### config.mk
export PLATFORM = sky130hd
export DESIGN_NAME = spi_peripheral
export DESIGN_NICKNAME = d
export VERILOG_FILES = /design/src/rtl/spi_peripheral.sv
export SDC_FILE = /design/constraint.sdc
export NUM_CORES = 1
export LEC_CHECK = 0
export CAP_MARGIN = 20
export CORE_ASPECT_RATIO = 1.1
export CORE_MARGIN = 4
export CORE_UTILIZATION = 35
export CTS_CLUSTER_DIAMETER = 100
export CTS_CLUSTER_SIZE = 30
export DETAILED_ROUTE_END_ITERATION = 12
export GPL_TIMING_DRIVEN = 0
export PLACE_DENSITY = 0.6
export SYNTH_ARGS = -nofsm -noshare
export SYNTH_HDL_FRONTEND = slang
export SYNTH_SLANG_ARGS = --single-unit
### constraint.sdc
create_clock -name i_clk -period 2.1 [get_ports i_clk]
set_input_delay 0.21 -clock i_clk [delete_from_list [all_inputs] [get_ports i_clk]]
set_output_delay 0.21 -clock i_clk [all_outputs]
set_load 0.03 [all_outputs]
### src/rtl/spi_peripheral.sv
// SPI mode-0 MSB-first peripheral; oversamples SCLK/CS_n/MOSI in the i_clk domain.
// Latency: o_rx_data/o_rx_valid one cycle after the synchronized 8th SCLK rise; MISO one cycle after TX register update.
// Backpressure: none on RX (unread bytes are overwritten); TX holding register accepts on i_tx_valid & o_tx_ready.
//
// Ports:
//   i_clk, i_rst            system clock, asynchronous active-high reset
//   i_sclk, i_cs_n, i_mosi  SPI inputs, asynchronous to i_clk
//   o_miso, o_miso_oe       SPI data out and its output enable
//   i_tx_data/i_tx_valid/o_tx_ready  one-byte transmit holding register handshake
//   o_tx_underrun           pulse: byte slot started with holding register empty (0x00 sent)
//   o_rx_data/o_rx_valid    last complete received byte and its update pulse
//   o_rx_abort              pulse: CS_n rose with a partial byte received
//   o_busy                  high while a frame is active
module spi_peripheral #(
  parameter int SYNC_STAGES = 2
) (
  input  logic       i_clk,
  input  logic       i_rst,
  input  logic       i_sclk,
  input  logic       i_cs_n,
  input  logic       i_mosi,
  output logic       o_miso,
  output logic       o_miso_oe,
  input  logic [7:0] i_tx_data,
  input  logic       i_tx_valid,
  output logic       o_tx_ready,
  output logic       o_tx_underrun,
  output logic [7:0] o_rx_data,
  output logic       o_rx_valid,
  output logic       o_rx_abort,
  output logic       o_busy
);

  typedef enum logic {
    IDLE   = 1'b0,
    ACTIVE = 1'b1
  } state_t;

  // ---------------------------------------------------------------------------
  // Input synchronizers plus one extra registered copy for edge detection
  // ---------------------------------------------------------------------------
  logic [SYNC_STAGES-1:0] sclk_sync;
  logic [SYNC_STAGES-1:0] cs_sync;
  logic [SYNC_STAGES-1:0] mosi_sync;
  logic                   sclk_d;
  logic                   cs_d;

  always_ff @(posedge i_clk or posedge i_rst) begin
    if (i_rst) begin
      sclk_sync <= '0;
      cs_sync   <= '1;
      mosi_sync <= '0;
      sclk_d    <= 1'b0;
      cs_d      <= 1'b1;
    end else begin
      sclk_sync <= {sclk_sync[SYNC_STAGES-2:0], i_sclk};
      cs_sync   <= {cs_sync[SYNC_STAGES-2:0], i_cs_n};
      mosi_sync <= {mosi_sync[SYNC_STAGES-2:0], i_mosi};
      sclk_d    <= sclk_sync[SYNC_STAGES-1];
      cs_d      <= cs_sync[SYNC_STAGES-1];
    end
  end

  logic sclk_s, cs_s, mosi_s;
  logic sclk_rise, sclk_fall, cs_fall, cs_rise;

  assign sclk_s    = sclk_sync[SYNC_STAGES-1];
  assign cs_s      = cs_sync[SYNC_STAGES-1];
  assign mosi_s    = mosi_sync[SYNC_STAGES-1];
  assign sclk_rise = sclk_s & ~sclk_d;
  assign sclk_fall = ~sclk_s & sclk_d;
  assign cs_fall   = ~cs_s & cs_d;
  assign cs_rise   = cs_s & ~cs_d;

  // ---------------------------------------------------------------------------
  // Frame FSM: state register / next state / control strobes
  // ---------------------------------------------------------------------------
  state_t     state_q, state_d;
  logic [2:0] bit_cnt;
  // Set once an SCLK rise has been seen since the last TX load, so a falling
  // edge at count 0 right after the CS_n-fall load is not treated as a byte
  // boundary.
  logic       armed;

  logic load_tx;
  logic shift_tx;
  logic rx_shift;
  logic frame_end;

  always_ff @(posedge i_clk or posedge i_rst) begin
    if (i_rst) begin
      state_q <= IDLE;
    end else begin
      state_q <= state_d;
    end
  end

  always_comb begin
    state_d = state_q;
    case (state_q)
      IDLE:    if (cs_fall) state_d = ACTIVE;
      ACTIVE:  if (cs_rise) state_d = IDLE;
      default: state_d = IDLE;
    endcase
  end

  // CS_n edges take priority over any SCLK edge seen in the same cycle.
  always_comb begin
    load_tx   = 1'b0;
    shift_tx  = 1'b0;
    rx_shift  = 1'b0;
    frame_end = 1'b0;
    case (state_q)
      IDLE: begin
        if (cs_fall) load_tx = 1'b1;
      end
      ACTIVE: begin
        if (cs_rise) begin
          frame_end = 1'b1;
        end else if (sclk_rise) begin
          rx_shift = 1'b1;
        end else if (sclk_fall) begin
          if (bit_cnt != 3'd0) shift_tx = 1'b1;
          else if (armed)      load_tx  = 1'b1;
        end
      end
      default: ;
    endcase
  end

  // ---------------------------------------------------------------------------
  // Transmit holding register
  // ---------------------------------------------------------------------------
  logic       hold_full;
  logic [7:0] hold_q;
  logic       tx_wr;

  assign tx_wr      = i_tx_valid & ~hold_full;
  assign o_tx_ready = ~hold_full;

  // A load in the same cycle as a write into an empty register sees it empty;
  // the written byte waits for the following slot.
  always_ff @(posedge i_clk or posedge i_rst) begin
    if (i_rst) begin
      hold_full <= 1'b0;
      hold_q    <= 8'h00;
    end else if (load_tx && hold_full) begin
      hold_full <= 1'b0;
    end else if (tx_wr) begin
      hold_full <= 1'b1;
      hold_q    <= i_tx_data;
    end
  end

  // ---------------------------------------------------------------------------
  // Shift registers, bit counter and status pulses
  // ---------------------------------------------------------------------------
  logic [7:0] tx_sr;
  logic [7:0] rx_sr;

  always_ff @(posedge i_clk or posedge i_rst) begin
    if (i_rst) begin
      tx_sr         <= 8'h00;
      rx_sr         <= 8'h00;
      bit_cnt       <= 3'd0;
      armed         <= 1'b0;
      o_rx_data     <= 8'h00;
      o_rx_valid    <= 1'b0;
      o_rx_abort    <= 1'b0;
      o_tx_underrun <= 1'b0;
    end else begin
      o_rx_valid    <= 1'b0;
      o_rx_abort    <= 1'b0;
      o_tx_underrun <= 1'b0;
      if (frame_end) begin
        // Partial RX data and any unsent TX byte are dropped.
        o_rx_abort <= (bit_cnt != 3'd0);
        bit_cnt    <= 3'd0;
        rx_sr      <= 8'h00;
        tx_sr      <= 8'h00;
        armed      <= 1'b0;
      end else if (rx_shift) begin
        rx_sr   <= {rx_sr[6:0], mosi_s};
        bit_cnt <= bit_cnt + 3'd1;
        armed   <= 1'b1;
        if (bit_cnt == 3'd7) begin
          o_rx_data  <= {rx_sr[6:0], mosi_s};
          o_rx_valid <= 1'b1;
        end
      end else if (shift_tx) begin
        tx_sr <= {tx_sr[6:0], 1'b0};
      end else if (load_tx) begin
        tx_sr         <= hold_full ? hold_q : 8'h00;
        o_tx_underrun <= ~hold_full;
        armed         <= 1'b0;
        if (state_q == IDLE) begin
          bit_cnt <= 3'd0;
          rx_sr   <= 8'h00;
        end
      end
    end
  end

  // ---------------------------------------------------------------------------
  // Registered SPI outputs
  // ---------------------------------------------------------------------------
  always_ff @(posedge i_clk or posedge i_rst) begin
    if (i_rst) begin
      o_miso    <= 1'b0;
      o_miso_oe <= 1'b0;
    end else begin
      o_miso_oe <= ~cs_s;
      if (state_q == ACTIVE && !frame_end) o_miso <= tx_sr[7];
      else                                 o_miso <= 1'b0;
    end
  end

  assign o_busy = (state_q == ACTIVE);

endmodule

== After elaboration in Yosys (flattened, before gate mapping) ==
Index checks and enable logic that the tools add are counted.

* Logic and storage cells: 97
* Bits in latches: 0
* Bits of input ports: 14
* Output and inout bits: 15
* ROM bits: 0
* Memories kept: 0
* Memory bits (writable): 0
* Register bits after elaboration: 50

* Bitwise logic cells: 13
* Order comparisons: 0
* Shifts and indexed selects: 0
* Add/subtract/negate cells: 1
* Multipliers: 0
* Div/mod/pow operators: 0
* Reduce and logical (&&, ||, !) cells: 12
* Eq/ne operators: 4
* Muxes and demuxes: 49

{| class="wikitable"
|+ Operators by type and width
! operator !! number
|-
| 8-bit two-way mux || 5
|-
| 7-bit two-way mux || 5
|-
| 1-bit two-way mux || 32
|-
| 3-bit two-way mux || 5
|-
| 3-bit nonzero test || 3
|-
| 1-bit NOT || 8
|-
| 3-bit by 1-bit inequality test with 1-bit output (second input constant) || 2
|-
| 2-bit AND reduction || 3
|-
| 3-bit AND reduction || 2
|-
| 1-bit bitwise AND || 5
|-
| 1-bit one-hot mux with 2 select lines || 2
|-
| 3-bit by 1-bit adder with 3-bit output (second input constant) || 1
|-
| 3-bit == test (second input constant) || 1
|-
| 1-bit logical AND || 2
|-
| 2-bit by 1-bit inequality test with 1-bit output (second input constant) || 1
|-
| 2-bit nonzero test || 1
|-
| 1-bit zero test || 1
|}

== Logic depth before layout (Yosys ltp) ==
Gate-level depths: netlist of the first run.

* Word-level depth: 10
* Gate-level depth with buffers: 6
* Mapped depth without buffers: 6

== Worst setup path after synthesis of the first run ==
No wires, ideal clock.

* Path type: flip-flop to flip-flop
* Start: register bit_cnt[0]
* End: register tx_sr[1]
* Required time: 1975 ps
* Library setup time: 125 ps
* Setup slack: 516 ps
* Buffers on the path: 0
* Clock period less this slack: 1584 ps
* Cell stages (with the launch flop): 7
* Arrival time: 1459 ps
* Cell sequence: dfrtp_1 > inv_1 > ha_1 > nand2b_1 > o2111ai_1 > nand3b_4 > mux2_4

* Word-level cells in the longest chain between the ends: 9

{| class="wikitable"
|+ RTL lines
! item !! line !! RTL
|-
| start: declaration || 79 || <nowiki>logic [2:0] bit_cnt;</nowiki>
|-
| start signal: assignment || 184 || <nowiki>bit_cnt <= bit_cnt + 3'd1;</nowiki>
|-
| 3-bit nonzero test (*) || 123 || <nowiki>if (bit_cnt != 3'd0) shift_tx = 1'b1;</nowiki>
|-
| 1-bit two-way mux || 123 ||
|-
| 1-bit two-way mux || 122 || <nowiki>end else if (sclk_fall) begin</nowiki>
|-
| 1-bit two-way mux || 120 || <nowiki>end else if (sclk_rise) begin</nowiki>
|-
| 1-bit two-way mux || 118 || <nowiki>if (cs_rise) begin</nowiki>
|-
| 1-bit two-way mux || 113 || <nowiki>case (state_q)</nowiki>
|-
| 8-bit two-way mux || 190 || <nowiki>end else if (shift_tx) begin</nowiki>
|-
| 8-bit two-way mux || 182 || <nowiki>end else if (rx_shift) begin</nowiki>
|-
| 8-bit two-way mux || 175 || <nowiki>if (frame_end) begin</nowiki>
|-
| end signal: assignment || 191 || <nowiki>tx_sr <= {tx_sr[6:0], 1'b0};</nowiki>
|-
| end signal: assignment || 193 || <nowiki>tx_sr <= hold_full ? hold_q : 8'h00;</nowiki>
|-
| end: declaration || 158 || <nowiki>logic [7:0] tx_sr;</nowiki>
|}

Every way passes the cells marked *; elsewhere a longest branch is shown, timed or not. The select of a mux whose other input is x is not followed.
A chain may end at the register's enable or synchronous reset.

== Worst setup path after layout of the first run ==
* Start: register hold_full
* End: output o_tx_ready

* Word-level cells in the longest chain between the ends: 1

{| class="wikitable"
|+ RTL lines
! item !! line !! RTL
|-
| start: declaration || 134 || <nowiki>logic hold_full;</nowiki>
|-
| start signal: assignment || 145 || <nowiki>hold_full <= 1'b0;</nowiki>
|-
| start signal: assignment || 148 || <nowiki>hold_full <= 1'b0;</nowiki>
|-
| start signal: assignment || 150 || <nowiki>hold_full <= 1'b1;</nowiki>
|-
| 1-bit NOT || 139 || <nowiki>assign o_tx_ready = ~hold_full;</nowiki>
|-
| end: declaration || 26 || <nowiki>output logic o_tx_ready,</nowiki>
|}

No other way between the ends.

==> results.ini, run 1 <==
[sta]
hold_slack_ns=0.222
setup_viol=0
fin_crit_sh_pct=88.7
finClkSkew_ns=0.0105
worst_slew_pin_slew_ns=0.515
rsz0062_at_grt=no
fin_ws_ns=0.236
slew_violations=0
min_period_ns=1.86
clock.fmax_ghz=0.537
finalHoldViolCount=0
relSlewSlack_pct=65.7
fin_tns_setup_ns=0

[die]
start_util_pct=36.2
chipWidth_um=81.9
ios=29
die-area_um2=7310
row_count=29
core_area_um2=5810
die_y_um=89.3

[placement]
io_buffer_count=28
place_inst=249
place_congestion=0.769
dp_slack_ns=0.373
hpwl_um=2540

[critical_path]
cp_top_family=buffers and inverters
slowest_stage=clkdlybuf4s50_1
slowest_delay_ns=0.66
r2r_start=bit_cnt[0]
cp-start-kind=flip-flop
critical_path.max_fanout=10
crit_chain=clkbuf_1 -> inv_1 -> clkdlybuf4s50_1
startpoint=hold_full
cp.required_ns=1.89
path_class=flip-flop to output port
worstSetupEndpointType=output port
crit_buf_inv=3
cp.arrival_ns=1.65

[logic_synthesis]
synth_area_um2=2100
synthDominantCellAreaShare_pct=55.9
synth-edff-count=0
syn_inst=143
synth_seq_cells=50
syn_nets=160
ys_types=36
yosysMostFrequentCell=dfrtp_1
synth_common_cells=dfrtp_1, mux2_2, a22o_1
yosysSeqAreaShare_pct=59.7
synthArstFlopShare_pct=100
synth.largest_area_cell=dfrtp_1
ys_warn_count=0
postSynthAreaPerCell_um2=14.7
synthTopCellsByArea=dfrtp_1, mux2_2, mux2_4
ys.flop_type=dfrtp_1

[clock_tree]
cts_buffer_depth=2
cts_tree=yes
clock_latency_ns=0.30
holdBufCountCts=0
post_cts_resized=0
htree_levels=2
cts_setup_buffers=0
cts_sinks=50
root_buffer=clkbuf_8
clk_pin_slew_ns=0.09
cts_buffers=5

[drt]
ant_nets=0
via_per_inst=4.75
vias=1220
dr.pass1.iters=3
wl_per_cell_um=14.0
finalWirelength_um=3610
route.detailed.drc=0
initialDrtViolationCount=35

[global_route]
grt_usage_pct=11.0
grt-ovfl-total=0
grt_pass1_wl_um=6060
grt_pass1_vias=1314
grt_max_degree=33
grt_antenna_before_repair=0

[finish]
final_nets=196
num-fill-cells=547
drive_above_1_share_pct=35.0
post-route-util_pct=44.7
area_growth_pct=23.4
final_cells=257
antenna-diode-count=0

[flow_run]
maxCapViolCount=0

[power]
leakage_nw=1.22
vdd_drop_max_mv=0.380
power.density_nw_per_um2=953

[min_path]
hp-class=primary input to async pin

[status]
outcome=complete, no violations

==> path summary, 6_finish.rpt <==
| check | slack, ns | depth (start not counted) | to |
|---|---|---|---|
| setup / recovery | 0.24 | 3 | o_tx_ready |
| hold / removal | 0.22 | 2 | tx_sr[0] |
| setup reg to reg | 0.34 | 6 | tx_sr[6] |
| hold reg to reg | 0.36 | 0 | cs_sync[1] |
| max in group asynchronous | 1.29 | 3 | cs_d |
| min in group i_clk | 0.32 | 1 | cs_sync[0] |
==> power breakdown <==
part	internal, W	switching, W
clock network	0.000265	0.000302
registers	0.00115	0.000102
logic	0.000383	0.000268
total	0.00180	0.000673
==> routing by layer <==
layer	wire length, µm	vias to the layer above	GRT usage (%)
li1	-	575	-
met1	1650	617	13.2
met2	1740	23	18.5
met3	161	5	3.63
met4	47	0	3.63
met5	0	-	0
==> cell usage in the layout, fill, tap and decap left out, drive strengths merged <==
cell | Yosys | final
o2111ai | 1 | 1
nand4 | 2 | 2
nor2b | 2 | 2
nand3 | 2 | 2
dfstp | 3 | 3
and3 | 8 | 8
a22o | 9 | 9
a22oi | 1 | 1
and4b | 1 | 1
nand2 | 4 | 4
dfrtp | 47 | 47
mux2 | 30 | 30
clkbuf | 2 | 8
nor3 | 1 | 1
ha | 3 | 3
o21ai | 1 | 1
nand3b | 2 | 2
inv | 8 | 8
clkdlybuf4s50 | 0 | 28
a31oi | 1 | 1
and2b | 1 | 1
buf | 3 | 4
mux2i | 2 | 2
a21o | 1 | 1
nand2b | 2 | 2
or2b | 2 | 2
a21boi | 1 | 1
clkinv | 0 | 1
nor2 | 3 | 3
clkinvlp | 0 | 1
==> metrics by stage <==
stage	total power, W	instance area (µm²)
4_1_cts	0.00252	2590
5_1_grt	0.00263	2590
3_3_place_gp	0.00190	2480
6_report	0.00247	2590
3_5_place_dp	0.00193	2500
2_1_floorplan	0.00175	2100
==> kinds of logic after synthesis <==
family	share of synthesized area, %
mux	18.3
buf+inv	2.91
compound gates	5.77
simple gates	11.6
fa+ha+maj	1.78
flops	59.7
==> registers in the layout, indices dropped and copies added, names as in the netlist <==
| signal | count |
|---|---|
| sclk_sync | 2 |
| mosi_sync | 2 |
| o_miso | 1 |
| o_miso_oe | 1 |
| hold_q | 8 |
| tx_sr | 8 |
| hold_full | 1 |
| o_rx_data | 8 |
| sclk_d | 1 |
| bit_cnt | 3 |
| o_rx_valid | 1 |
| o_rx_abort | 1 |
| o_tx_underrun | 1 |
| cs_d | 1 |
| cs_sync | 2 |
| rx_sr | 7 |
| armed | 1 |
| o_busy | 1 |
==> layout make-up <==
cell class	count	area, µm²	area share [%]
multi-input cells	80	787	30.3
inverters	8	30.0	1.16
flip-flops and latches	50	1250	48.4
plain buffers	5	31.3	1.21
well taps	77	96.3	3.71
repair buffers	29	300	11.6
clock buffers	6	82.6	3.18
clock inverters	2	12.5	0.482
Note: power is estimated with default switching activity, not from simulation.
==> run 2, diff against run 1 <==
- CORE_UTILIZATION: 35 -> 50
- PLACE_DENSITY: 0.6 -> 0.79
==> results.ini, run 2 (synthesized netlist as in run 1, its figures left out) <==
[finish]
mostFrequentLayoutCell=dfrtp_1
largest_registers=hold_q (8), o_rx_data (8), tx_sr (8)
area_growth_pct=22.9
final_nets=196  ; unchanged
final_cell_mix=dfrtp_1, clkdlybuf4s50_1, mux2_2
drive_above_1_share_pct=34.4  ; -0.56 points
num-fill-cells=311  ; -43%
antenna-diode-count=0  ; unchanged
seq_area_um2=1250  ; unchanged
multi_input_area_um2=787  ; unchanged

[sta]
fin_crit_sh_pct=91.0  ; +2.2 points
fin_ws_ns=0.189  ; -0.0472 ns
setup_viol=0  ; unchanged
rsz0062_at_grt=no
finalHoldViolCount=0  ; unchanged
worst_slew_pin_slew_ns=0.502  ; -0.0134 ns
relSlewSlack_pct=66.6  ; +0.90 points
clock.fmax_ghz=0.523  ; -2.5%
fin_tns_setup_ns=0  ; unchanged
hold_slack_ns=0.237  ; +0.0152 ns
min_period_ns=1.91  ; +0.0472 ns
finClkSkew_ns=0.0126  ; +0.00211 ns
slew_violations=0  ; unchanged

[global_route]
grt_pass1_vias=1368  ; +4.1%
grt_usage_pct=14.4  ; +3.4 points
grt_pass1_wl_um=6200  ; +2.3%
grt_max_degree=30  ; -9.1%
grt_antenna_before_repair=0  ; unchanged
grt-ovfl-total=0  ; unchanged

[drt]
route.detailed.drc=0  ; unchanged
vias=1209  ; -0.90%
via_per_inst=5.21  ; +9.8%
finalWirelength_um=3450  ; -4.2%
ant_nets=0  ; unchanged
wl_per_cell_um=14.9  ; +6.1%
initialDrtViolationCount=59  ; +69%
dr.pass1.iters=4  ; +1

[clock_tree]
cts_sinks=50  ; unchanged
cts_setup_buffers=0  ; unchanged
cts_buffer_depth=2  ; unchanged
htree_levels=2  ; unchanged
root_buffer=clkbuf_8
cts_buffers=5  ; unchanged
cts_tree=yes
post_cts_resized=0  ; unchanged
clock_latency_ns=0.30  ; about the same
holdBufCountCts=0  ; unchanged
clk_pin_slew_ns=0.09  ; about the same

[die]
ios=29  ; unchanged
row_count=24  ; -17%
core_area_um2=4020  ; -31%
start_util_pct=52.3  ; +16 points
chipWidth_um=69.8  ; -15%
die_y_um=76.0  ; -15%
die-area_um2=5310  ; -27%

[power]
vdd_drop_max_mv=0.432  ; +14%
leakage_nw=1.23  ; +0.92%
power_w=0.00258  ; +4.6%
power.density_nw_per_um2=1000  ; +5.0%

[critical_path]
worstSetupEndpointType=output port
critical_path.max_fanout=10  ; unchanged
slowest_delay_ns=0.67  ; about the same
path_class=flip-flop to output port
cp-start-kind=flip-flop
cp.arrival_ns=1.70  ; +0.05 ns
cp_top_family=buffers and inverters
slowest_stage=clkdlybuf4s50_1
cp.required_ns=1.89  ; about the same
crit_chain=clkbuf_1 -> inv_1 -> clkdlybuf4s50_1
crit_buf_inv=3  ; unchanged

[placement]
hpwl_um=2440  ; -4.1%
io_buffer_count=28  ; unchanged
place_congestion=0.764  ; -0.56%
dp_slack_ns=0.375  ; +0.00160 ns

[flow_run]
maxCapViolCount=0  ; unchanged

[min_path]
hp-class=primary input to async pin

[status]
outcome=complete, no violations

run 2: layout make-up:
type                            count  area share (%)
Inverter                            8            1.16
Tap cell                           52            2.52
Multi-Input combinational cell     80            30.4
Timing Repair Buffer               29            11.6
Sequential cell                    50            48.5
Clock buffer                        7            3.34
Buffer                              5            1.21
Clock inverter                      1            1.16
run 2: path summary, 6_finish.rpt:
path                                endpoint  slack [ns]  cells past startpoint    startpoint
worst min register to register  sclk_sync[1]        0.35                      0  sclk_sync[0]
worst max register to register      tx_sr[6]        0.37                      6    bit_cnt[0]
worst max-delay path              o_tx_ready        0.19                      3     hold_full
worst min-delay path               hold_q[1]        0.24                      2         i_rst
max in group asynchronous               cs_d        1.26                      3         i_rst
min in group i_clk                cs_sync[0]        0.32                      1        i_cs_n
run 2: per-layer routing:
metal	wire [µm]	GRT usage [%]	up-vias	part of all wire, %
met5	0	0	-	0
met4	52	4.60	0	1.5
met3	167	4.88	6	4.8
met2	1720	23.6	24	50
met1	1510	17.9	603	44
li1	-	-	576	-
run 2: stage by stage:
stage	cell area (µm²)	utilization, %	instances
CTS	2580	64.2	232
floorplan	2100	-	143
global route	2580	64.2	232
global placement	2450	60.9	223
finish	2580	64.2	232
detailed placement	2470	61.3	224
run 2: power by group:
| group | switching, W | internal, W | leakage [nW] |
|---|---|---|---|
| logic | 0.000272 | 0.000383 | 0.537 |
| clock network | 0.000291 | 0.000388 | 0.0585 |
| registers | 0.0000991 | 0.00115 | 0.637 |
| total | 0.000663 | 0.00192 | 1.23 |
